[config.mk]
export PLATFORM = sky130hd
export DESIGN_NAME = sec32_check_gen
export DESIGN_NICKNAME = d
export VERILOG_FILES = /design/src/rtl/sec32_check_gen.sv
export SDC_FILE = /design/constraint.sdc
export NUM_CORES = 1
export LEC_CHECK = 0
export CAP_MARGIN = 5
export CORE_ASPECT_RATIO = 1.1
export CORE_MARGIN = 2
export CORE_UTILIZATION = 51
export DETAILED_ROUTE_END_ITERATION = 10
export PLACE_DENSITY = 0.9
export SLEW_MARGIN = 10
export SYNTH_ARGS = -nofsm -noshare
export SYNTH_HDL_FRONTEND = slang
export SYNTH_SLANG_ARGS = --single-unit
[constraint.sdc]
create_clock -name clk -period 2.64 [get_ports clk]
set_input_delay 0.66 -clock clk [delete_from_list [all_inputs] [get_ports clk]]
set_output_delay 0.66 -clock clk [all_outputs]
set_load 0.005 [all_outputs]
[src/rtl/sec32_check_gen.sv]
// Two-stage check-bit generator for the 32-bit SEC datapath, with single-bit
// error injection and a count of completed output handshakes.
module sec32_check_gen #(
  parameter int INJ_EN = 1
) (
  input  logic        clk,
  input  logic        rst_n,
  input  logic        in_valid,
  output logic        in_ready,
  input  logic [31:0] in_data,
  input  logic        cfg_check_en,
  output logic        out_valid,
  input  logic        out_ready,
  output logic [31:0] out_data,
  output logic [7:0]  out_check,
  output logic        out_check_en,
  input  logic        inj_arm,
  input  logic [5:0]  inj_pos,
  output logic        inj_busy,
  output logic [15:0] word_cnt
);

  localparam int DATA_W = 32;
  localparam int CHK_W  = 8;
  localparam logic INJ_ON = (INJ_EN != 0);

  localparam logic [0:0] ST_IDLE  = 1'b0;
  localparam logic [0:0] ST_ARMED = 1'b1;

  function automatic logic [CHK_W-1:0] check_bits(input logic [DATA_W-1:0] d);
    logic [CHK_W-1:0] c;
    c[0] = ^(d & 32'h00FF_1111);
    c[1] = ^(d & 32'hFF00_2222);
    c[2] = ^(d & 32'h0F0F_4444);
    c[3] = ^(d & 32'hF0F0_8888);
    c[4] = ^(d & 32'h1111_00FF);
    c[5] = ^(d & 32'h2222_FF00);
    c[6] = ^(d & 32'h4444_0F0F);
    c[7] = ^(d & 32'h8888_F0F0);
    return c;
  endfunction

  logic                    vld_p1;
  logic [DATA_W-1:0]       data_p1;
  logic                    en_p1;
  logic                    vld_p2;
  logic [DATA_W-1:0]       data_p2;
  logic [CHK_W-1:0]        chk_p2;
  logic                    en_p2;

  logic                    adv_p1;
  logic                    adv_p2;
  logic                    move_p1;

  logic [0:0]              inj_state;
  logic [5:0]              inj_pos_q;
  logic                    flip_hit;
  logic [DATA_W+CHK_W-1:0] flip_vec;

  logic [15:0]             cnt;

  assign adv_p2   = !vld_p2 | out_ready;
  assign adv_p1   = !vld_p1 | adv_p2;
  assign move_p1  = vld_p1 & adv_p2;
  assign in_ready = adv_p1;

  // The flip lands on the word leaving S1 while armed; an arm arriving on the
  // same edge only affects the following word because the state is registered.
  assign flip_hit = INJ_ON && (inj_state == ST_ARMED) && move_p1;
  assign flip_vec = flip_hit ? ((DATA_W+CHK_W)'(1) << inj_pos_q) : '0;

  // ---- stage 1: capture input word and enable ----
  always_ff @(posedge clk or negedge rst_n) begin
    if (!rst_n) begin
      vld_p1 <= 1'b0;
    end else if (adv_p1) begin
      vld_p1 <= in_valid;
    end
  end

  always_ff @(posedge clk) begin
    if (adv_p1 && in_valid) begin
      data_p1 <= in_data;
      en_p1   <= cfg_check_en;
    end
  end

  // ---- stage 2: check generation, then optional single-bit flip ----
  always_ff @(posedge clk or negedge rst_n) begin
    if (!rst_n) begin
      vld_p2  <= 1'b0;
      data_p2 <= '0;
      chk_p2  <= '0;
      en_p2   <= 1'b0;
    end else if (adv_p2) begin
      vld_p2 <= vld_p1;
      if (vld_p1) begin
        data_p2 <= data_p1 ^ flip_vec[DATA_W-1:0];
        chk_p2  <= check_bits(data_p1) ^ flip_vec[DATA_W+CHK_W-1:DATA_W];
        en_p2   <= en_p1;
      end
    end
  end

  always_ff @(posedge clk or negedge rst_n) begin
    if (!rst_n) begin
      inj_state <= ST_IDLE;
      inj_pos_q <= '0;
    end else begin
      case (inj_state)
        ST_IDLE: begin
          if (INJ_ON && inj_arm && (inj_pos <= 6'd39)) begin
            inj_state <= ST_ARMED;
            inj_pos_q <= inj_pos;
          end
        end
        ST_ARMED: begin
          if (move_p1) inj_state <= ST_IDLE;
        end
        default: inj_state <= ST_IDLE;
      endcase
    end
  end

  always_ff @(posedge clk or negedge rst_n) begin
    if (!rst_n) begin
      cnt <= '0;
    end else if (vld_p2 && out_ready) begin
      cnt <= cnt + 16'd1;
    end
  end

  assign out_valid    = vld_p2;
  assign out_data     = data_p2;
  assign out_check    = chk_p2;
  assign out_check_en = en_p2;
  assign inj_busy     = (inj_state == ST_ARMED);
  assign word_cnt     = cnt;

endmodule

# Word level (Yosys, flattened, before mapping)

Index checks and enable logic that the tools add are counted.

Bits in registers: 99
Bits of input ports: 44
Output and inout port bits: 60
Word-level logic and storage cells: 39

$add $sub $neg: 1
Magnitude comparators: 1
Shift-type cells: 1
Muxes and demuxes: 4
Bitwise gates (word level): 6
Reduce and logical (&&, ||, !) cells: 16

Operator list:

| operator                                                           | number |
|---|---|
| 32-bit parity                                                      | 8 |
| 40-bit 2-to-1 mux                                                  | 1 |
| 1-bit by 6-bit << shifter with 40-bit output, first input constant | 1 |
| 32-bit XOR                                                         | 1 |
| 16-bit by 1-bit adder with 16-bit output, second input constant    | 1 |
| 8-bit XOR                                                          | 1 |
| 6-bit less-or-equal comparator, second input constant              | 1 |
| 1-bit logical AND                                                  | 4 |
| 2-bit AND reduction                                                | 2 |
| 1-bit logical NOT                                                  | 2 |
| 1-bit 2-to-1 mux                                                   | 2 |
| 1-bit bitwise OR                                                   | 2 |
| 1-bit one-hot mux with 2 select lines                              | 1 |
| 1-bit AND                                                          | 1 |
| 1-bit NOT                                                          | 1 |

# Logic depth before layout (Yosys ltp)

Depth in word-level cells: 6
Depth in mapped cells: 6
Mapped depth without buffers: 5

# Least setup slack after synthesis

No wires, ideal clock.

Path type: input -> register
Start point: input out_ready
End point: register data_p1[0], enable pin
Library setup time: 0.393 ns
Arrival time: 1.809 ns
Data required time: 2.247 ns
Setup slack: 0.438 ns
Stages on the path: 4
Path buffers: 1
Path through: nor2b_1 > buf_2 > nand2_1 > and2_1

Word-level cells in the longest chain between the ends: 3

RTL lines:

| element              | RTL line | source |
|---|---|---|
| start, declared      | 13       | `input logic out_ready,` |
| 1-bit bitwise OR     | 62       | `assign adv_p2 = !vld_p2 \| out_ready;` |
| 1-bit bitwise OR     | 63       | `assign adv_p1 = !vld_p1 \| adv_p2;` |
| via in_ready         | 9        | `output logic in_ready,` |
| 1-bit logical AND    | 82       | `if (adv_p1 && in_valid) begin` |
| end signal, assigned | 83       | `data_p1 <= in_data;` |
| end, declared        | 44       | `logic [DATA_W-1:0] data_p1;` |

The timed path passes the listed nets, and every way through them passes these cells.
A chain may end at the register's enable or synchronous reset.

# Worst setup path in the final report

Start point: input out_ready
End point: output in_ready

Word-level cells in the longest chain between the ends: 2

RTL lines:

| element          | RTL line |
|---|---|
| 1-bit bitwise OR | 62 |
| 1-bit bitwise OR | 63 |
| end, declared    | 9 |

Every way passes these cells.

==> results.yml <==
run_status:
  outcome: "complete, no violations"
setup_path:
  critPathKind: "in -> out"
  cpPeakStageDelay_ps: 470
  cp_top_family: "buffers and inverters"
  crit_top_cell: "clkdlybuf4s50_1"
  path_max_fanout: 3
  required_ps: 1980
  cp-start-kind: "primary input"
  path_buf_inv: 2
  crit_slowest_cell: "clkdlybuf4s50_1"
  worst_setup_path_end_kind: "output port"
  path_cells: "clkdlybuf4s50_1 > nor2b_1 > nand2_1 > clkdlybuf4s50_1"
  arrival_ps: 1900
floorplan:
  initial_core_util_pct: 52.78
  fp.dieW_um: 95.60
  pin_count: 104
  die_h_um: 104.8
  core_area_mm2: 0.008919
  fp-row-count: 36
  fp.dieArea_mm2: 0.01002
clock_network:
  cts_buffers: 9
  clk_pin_slew_ps: 90
  cts_setup_buffers: 0
  cts_buffer_depth: 2
  post_cts_resized: 0
  postCtsHoldBufs: 0
  clk_latency_ps: 370
  cts_max_level: 3
  cts_tree: "built"
  root_buffer: "clkbuf_8"
  clock-sinks: 99
synthesis:
  synth_top_family_by_area: "XOR/XNOR gates"
  synthXorXnorAreaFrac_pct: 22.14
  synth_top_cell_area_share_pct: 35.09
  yosysMostFrequentCell: "xnor2_1"
  synthTopCellsByCount: "97 x xnor2_1, 68 x nand2_1, 66 x dfrtp_1"
  synth_edf_count: 33
  yosysUniqueCellTypes: 32
  synthArstFlopShare_pct: 66.67
  netlist_instances: 421
  ys.warnings.count: 0
  synth_compound_area_share_pct: 4.439
  syn-cell-area_mm2: 0.004707
  synthAdderAreaFrac_pct: 0.2658
  synth_nets: 466
  ys_seq_area_share_pct: 56.14
  synth_top_area_cell: "dfrtp_1"
  synthTopCellsByArea: "dfrtp_1 35%, edfxtp_1 21%, xnor2_1 18%, nand2_1 5.4%, xor2_1 4.1%"
  synthFlopType: "dfrtp_1"
  muxShareOfSynthArea_pct: 1.675
  yosys.area_share.simple_pct: 13.98
  syn_area_per_cell_um2: 11.18
  ys_ff_latch: 99
sta:
  rsz0062_at_grt: "no"
  tightest_slew_ps: 599.9
  period_share_pct: 96.91
  finalClockSkew_ps: 14.96
  final-max-slew-violation-count: 0
  period_minus_slack_ps: 2559
  setup_viol: 0
  tns_ps: 0
  hold_viol_final: 0
  relSlewSlack_pct: 59.92
  fin_ws_ps: 81.46
  fmax_mhz: 390.8
pwr:
  power_density_mw_per_mm2: 719.6
  power.leakage_nw: 2.241
  ir_drop_uv: 369.2
grt:
  grt_pass1_wl_um: 17030
  grt-ovfl-total: 0
  grt_max_degree: 67
  first_global_vias: 3438
  antenna_found_initial: 0
  grt_usage_pct: 22.16
final_layout:
  seqCellArea_mm2: 0.002643
  final_layout_size_suffix_gt1_share_pct: 6.215
  final_nets: 571
  diodes: 0
  fillCellCount: 678
  syn_to_final_growth_pct: 28.84
  instances_no_fill: 645
  multi_input_area_mm2: 0.002003
drt:
  via_per_inst: 5.282
  ant_nets: 0
  vias: 3407
  drt_pass1_iterations: 4
  wl_um: 10470
  wire_per_inst_um: 16.23
  drt_iter0_markers: 202
  drc_errors: 0
min_path:
  min_path_type: "in -> async"
placement:
  dpl_worst_slack_ps: 103.4
  hpwl_um: 8259
  io_buffers: 103
  dp_cells: 629
  gp_congestion: 0.9765
run:
  drv_cap: 0
==> stage by stage <==
step / power (W) / instance area (um^2) / hold WS, ps / util [%]
floorplan: 0.002787 / 4707 / 364.4 / -
global placement: 0.003444 / 5889 / 430.5 / 66.04
detailed placement: 0.003517 / 5889 / 437.0 / 66.04
CTS: 0.004393 / 6065 / 302.5 / 68.00
global route: 0.004616 / 6065 / 305.9 / 68.00
finish: 0.004364 / 6065 / 296.5 / 68.00
==> sequential cells by signal (all words and copies together), names as in the netlist <==
name          count
data_p1          32
out_data         32
word_cnt         16
out_check         8
inj_pos_q         6
en_p1             1
inj_busy          1
out_check_en      1
out_valid         1
vld_p1            1
==> worst register-to-register path, stage by stage (launching register included) <==
cell and delay [ps]:
dfrtp_1 420, and3b_1 290, nor3b_1 530, nand2_1 130
xor2_1 250, o21ai_0 130
==> per-layer routing <==
layer | routed length (um) | up-vias | share of wire (%) | global-route usage [%]
met1 | 4353 | 1666 | 42 | 28.14
met3 | 688 | 19 | 6.6 | 5.479
met5 | 0 | - | 0 | 0
li1 | - | 1603 | - | -
met4 | 222 | 0 | 2.1 | 7.959
met2 | 5206 | 119 | 50 | 36.46
==> placed cells by master, fill, tap and decap left out, types with 3 or more instances in the layout <==
master / synthesis / layout
xnor2_1: 97 / 97
nor2_2: 4 / 4
dfrtp_1: 66 / 66
nor2b_1: 4 / 4
nand2_1: 68 / 68
clkbuf_1: 10 / 3
o21ai_0: 35 / 35
mux2_2: 7 / 7
buf_12: 0 / 3
o21ai_1: 5 / 5
nor4_1: 8 / 8
edfxtp_1: 33 / 33
nor3_1: 5 / 5
clkbuf_8: 0 / 11
clkdlybuf4s50_1: 0 / 102
xor2_1: 22 / 22
nor2_1: 19 / 19
nand3_1: 7 / 7
nand2b_1: 9 / 8
==> kinds of logic (layout without fill, tap and decap cells) <==
logic type	after synthesis	in the layout
muxes	7	7
and+or+nand+nor	140	140
DFF	99	99
adders and majority gates	1	1
xor gates and xnor gates	119	119
AOI/OAI and AO/OA	41	41
buffers and inverters	14	124
==> final timing paths <==
| path | from | to | slack, ps | depth (start not counted) |
|---|---|---|---|---|
| worst max-delay path | out_ready | in_ready | 80 | 4 |
| worst min-delay path | rst_n | out_data[2] | 300 | 2 |
| worst max register to register | inj_pos_q[5] | out_data[16] | 750 | 5 |
| worst min register to register | en_p1 | out_check_en | 450 | 2 |
| max in group asynchronous | rst_n | inj_pos_q[1] | 2030 | 2 |
| min in group clk | en_p1 | out_check_en | 450 | 2 |
==> where the power goes <==
group	total, W	internal [W]	leakage, nW	switching (W)
Combinational	0.00137	0.000771	1.02	0.000596
Sequential	0.00211	0.00186	1.14	0.000254
Clock	0.000883	0.000395	0.0867	0.000489
Total	0.00436	0.00302	2.24	0.00134
==> layout make-up <==
cell class              instances  area share (%)
clock buffers                  14           2.682
clock inverters                 2          0.2063
well taps                     114           2.352
flip-flops and latches         99           43.57
multi-input cells             308           33.03
repair buffers                108           18.16
No activity file was read; power rests on OpenSTA's default activity.
==> patch 1 (config.mk and constraints unchanged) <==
`INJ_EN`: 1 -> 0.
--- a/src/rtl/sec32_check_gen.sv
+++ b/src/rtl/sec32_check_gen.sv
@@ -1,7 +1,7 @@
 // Two-stage check-bit generator for the 32-bit SEC datapath, with single-bit
 // error injection and a count of completed output handshakes.
 module sec32_check_gen #(
-  parameter int INJ_EN = 1
+  parameter int INJ_EN = 0
 ) (
   input  logic        clk,
   input  logic        rst_n,
Behaviour: not the same (Yosys sat finds a counterexample within 4 cycles, from zero or initial values and one cycle with rst_n low).
==> patch 1 against the original RTL <==
Clock skew shrank 0.0033 ns. Setup slack gained 0.071 ns. Sequential cell count is 6 lower. Power down 8.3%. Combinational power shrank 18%. Utilization grew 2.4 points. Final area fell by 13%. Sequential power fell by 9%. Synthesized area shrank 17%. Routed wire length down 27%. Critical endpoint unchanged.
==> patch 1: results <==
metrics = {
    "routing": {
        "drt_iter0_drc": 53,
        "drt_pass1_iterations": 4,
        "vias": 2299,
        "finalWirelength_um": 7660,
    },
    "placement": {
        "gp_congestion": 0.741,
        "io_buffers": 96,
        "dp_hpwl_um": 5520,
        "placed_cell_area_sq_um": 5050,
    },
    "synthesis": {
        "synth_nets": 292,
        "async_flop_share_pct": 64.5,
        "synth_edf_count": 33,
        "seq_area_frac_synth_pct": 63.6,
        "yosys-top-cells-area": "dfrtp_1, edfxtp_1, xnor2_1",
        "synth_top_cells_by_count": "dfrtp_1, xnor2_1, mux2_2, edfxtp_1, nand2_1",
        "yosysWarningCount": 0,
        "synthDistinctLibCells": 23,
    },
    "power": {
        "power_density_nw_per_um2": 761,
        "leakage_nw": 2.09,
        "ir_drop_uv": 487,
    },
    "cts": {
        "postCtsSetupBuffers": 0,
        "numCtsBuffers": 9,
        "clk_latency_ns": 0.36,
        "clk_pin_slew_ns": 0.09,
        "h-tree-depth": 3,
        "cts_root_buf": "clkbuf_8",
        "ctsResizeCount": 0,
        "clockBufferDepth": 2,
    },
    "sta": {
        "worst_pin_slew_ns": 0.594,
        "fin_worst_skew_ns": 0.0117,
    },
    "grt": {
        "antenna_found_initial": 0,
        "grt_use_total_pct": 20.0,
        "grt_max_degree": 46,
        "grt_use_met2_pct": 34.0,
        "grtUsageMet1_pct": 23.7,
        "grt_pass1_wl_um": 12400,
        "grt_pass1_vias": 2509,
        "use_met3_pct": 7.80,
    },
    "cells_and_area": {
        "nFillCells": 518,
        "drive_above_1_share_pct": 17.8,
        "nNetsFinal": 399,
        "n_antenna_cell": 0,
    },
    "min_path": {
        "hold_class": "input port to async pin",
    },
    "worst_setup_path": {
        "worstPathArrival_ns": 1.83,
        "max_stage_delay_ns": 0.52,
        "crit_path_max_fanout": 3,
        "slowest_stage": "clkdlybuf4s50_1",
    },
    "outcome": {
        "status": "finished clean",
    },
}
[patch 1: power by group]
group,total (mW),leakage (nW),internal [mW],switching (mW)
logic,1.12,0.942,0.756,0.360
clock network,0.967,0.104,0.472,0.495
registers,1.92,1.05,1.74,0.183
total,4.00,2.09,2.96,1.04
[patch 1: worst paths after layout]
path,startpoint,end,slack [ns],depth (start not counted)
worst min register to register,en_p1$_DFFE_PP_,out_check_en$_DFFE_PN0P_,0.49,1
worst min-delay path,rst_n,out_data[12]$_DFFE_PN0P_,0.29,1
worst max register to register,data_p1[22]$_DFFE_PP_,out_check[0]$_DFFE_PN0P_,0.90,4
worst max-delay path,out_ready,in_ready,0.15,3
max in group asynchronous,rst_n,out_data[21]$_DFFE_PN0P_,1.73,2
min in group clk,en_p1$_DFFE_PP_,out_check_en$_DFFE_PN0P_,0.49,1
[patch 1: cells by family (layout without fill, tap and decap cells)]
group,Yosys count,after routing,share of synthesized area [%]
flops,93,93,63.6
buf+inv,5,117,0.607
mux,39,39,11.2
simple gates,35,35,4.60
compound gates,3,3,0.383
xor+xnor,71,71,19.3
fa+ha+maj,1,1,0.319
[patch 1: layout make-up]
cell class | count | area share [%]
multi-input cells | 149 | 26.7
well taps | 105 | 2.50
clock buffers | 10 | 2.62
inverters | 1 | 0.0713
repair buffers | 100 | 19.5
flip-flops and latches | 93 | 47.4
clock inverters | 6 | 1.31
[patch 1: worst max-delay path, delay by kind of cell]
| family | cells | cell delay (ns) |
|---|---|---|
| buffers and inverters | 2 | 1.00 |
| AND/OR/NAND/NOR | 1 | 0.16 |
[patch 1: layer usage]
metal,part of all wire (%),vias up
li1,-,1069
met1,40,1135
met2,51,81
met4,1.5,0
met3,7.4,14
met5,0,-
[patch 1: through the flow]
step,total power [mW],std cells
floorplan,2.46,247
detailed placement,3.07,448
CTS,4.04,464
finish,4.00,464
global placement,3.03,448
global route,4.21,464
==> patch 2 (config.mk and constraints unchanged) <==
Made on the original files. Reset style: synchronous (`rst_n`), changed in 4 clocked blocks.
--- a/src/rtl/sec32_check_gen.sv
+++ b/src/rtl/sec32_check_gen.sv
@@ -70,7 +70,7 @@
   assign flip_vec = flip_hit ? ((DATA_W+CHK_W)'(1) << inj_pos_q) : '0;
 
   // ---- stage 1: capture input word and enable ----
-  always_ff @(posedge clk or negedge rst_n) begin
+  always_ff @(posedge clk) begin
     if (!rst_n) begin
       vld_p1 <= 1'b0;
     end else if (adv_p1) begin
@@ -86,7 +86,7 @@
   end
 
   // ---- stage 2: check generation, then optional single-bit flip ----
-  always_ff @(posedge clk or negedge rst_n) begin
+  always_ff @(posedge clk) begin
     if (!rst_n) begin
       vld_p2  <= 1'b0;
       data_p2 <= '0;
@@ -102,7 +102,7 @@
     end
   end
 
-  always_ff @(posedge clk or negedge rst_n) begin
+  always_ff @(posedge clk) begin
     if (!rst_n) begin
       inj_state <= ST_IDLE;
       inj_pos_q <= '0;
@@ -122,7 +122,7 @@
     end
   end
 
-  always_ff @(posedge clk or negedge rst_n) begin
+  always_ff @(posedge clk) begin
     if (!rst_n) begin
       cnt <= '0;
     end else if (vld_p2 && out_ready) begin
Behaviour: differs if rst_n is asserted again (counterexample within 4 cycles, from zero or initial values and one cycle with rst_n low); with rst_n held inactive, the same outputs for 4 cycles.
==> patch 2 against the original RTL <==
Final area increased by 1.1%. Combinational power is 48% lower. Power down 21%. Count of clock-buffer cells in the layout down 1. Sequential cell count did not move. Setup slack improved by 0.070 ns. Routed wire length up 10%. Synthesized area is 0.80% higher. Critical path depth did not move. Non-clock buffer count is 9 higher. Critical path type unchanged. Largest cell class is now multi-input combinational cells. Highest routed layer unchanged.
==> patch 2: results <==
metrics = {
    "synthesis": {
        "synth-main-ff-cell": "dfxtp_1",
        "synth_nets": 518,
        "yosys-top-cells-area": "dfxtp_1, edfxtp_1, xnor2_1",
        "synth_top_cells_by_count": "xnor2_1, dfxtp_1, nor2_1, edfxtp_1, nand2_1",
        "seq_area_frac_synth_pct": 48.7,
        "async_flop_share_pct": 0,
        "avgSynthCellArea_sq_um": 10.0,
    },
    "routing": {
        "wl_met2_um": 5640,
        "drt-met1-wl_um": 4840,
        "wl_per_cell_um": 16.6,
        "vias": 3839,
        "via_per_inst": 5.54,
        "drt_pass1_iterations": 5,
        "drt_iter0_drc": 318,
        "met3WireLength_um": 742,
    },
    "grt": {
        "grt_max_degree": 43,
        "grt_use_total_pct": 23.9,
        "use_met3_pct": 3.68,
        "grtUsageMet1_pct": 31.8,
        "grt_use_met2_pct": 37.7,
        "grt_pass1_wl_um": 18400,
    },
    "worst_setup_path": {
        "worstPathArrival_ns": 1.83,
        "crit_path_max_fanout": 2,
        "rrSetupSlack_ns": 0.38,
        "rr_endpoint": "out_data[19]$_SDFFE_PN0N_",
        "rr_startpoint": "vld_p1$_SDFFE_PN0N_",
    },
    "placement": {
        "dp_cells": 676,
        "gp_congestion": 0.828,
        "dp_hpwl_um": 8820,
        "placed_cell_area_sq_um": 5930,
    },
    "sta": {
        "finalHoldWorstSlack_ns": 0.482,
        "worst_pin_slew_ns": 0.617,
    },
    "power": {
        "ir_drop_uv": 399,
        "power_mw": 3.43,
        "leakage_nw": 2.01,
        "pwr.group.clock_mw": 0.952,
        "internal-power_mw": 2.53,
    },
    "cells_and_area": {
        "drive_above_1_share_pct": 7.43,
        "nFillCells": 651,
    },
    "outcome": {
        "status": "finished clean",
    },
}
-- patch 2: cell count changes in the layout (fill, tap and decap cells not counted), moves of 8 or more --
cell,before,now
dfrtp_1,66,0
dfxtp_1,0,66
nand2_1,68,31
nor2_1,19,51
a21oi_1,0,21
o21ai_0,35,21
nand4_1,2,15
a211oi_1,0,12
buf_4,2,13
o22ai_1,0,8
-- patch 2: kinds of logic after synthesis --
family | Yosys count | share of synthesized area (%)
AOI/OAI and AO/OA | 66 | 8.28
buffers and inverters | 31 | 2.56
and+or+nand+nor | 153 | 17.3
adders and majority gates | 1 | 0.264
xor gates and xnor gates | 116 | 21.4
DFF | 99 | 48.7
muxes | 7 | 1.48
-- patch 2: final cells by class --
type / instances / area, sq um / share of cell area [%]
timing repair buffer: 117 / 1150 / 18.7
multi-input combinational: 343 / 2330 / 37.9
clock buffer: 13 / 150 / 2.45
clock inverter: 3 / 38.8 / 0.632
sequential: 99 / 2310 / 37.7
tap: 114 / 143 / 2.33
inverter: 4 / 15.0 / 0.245
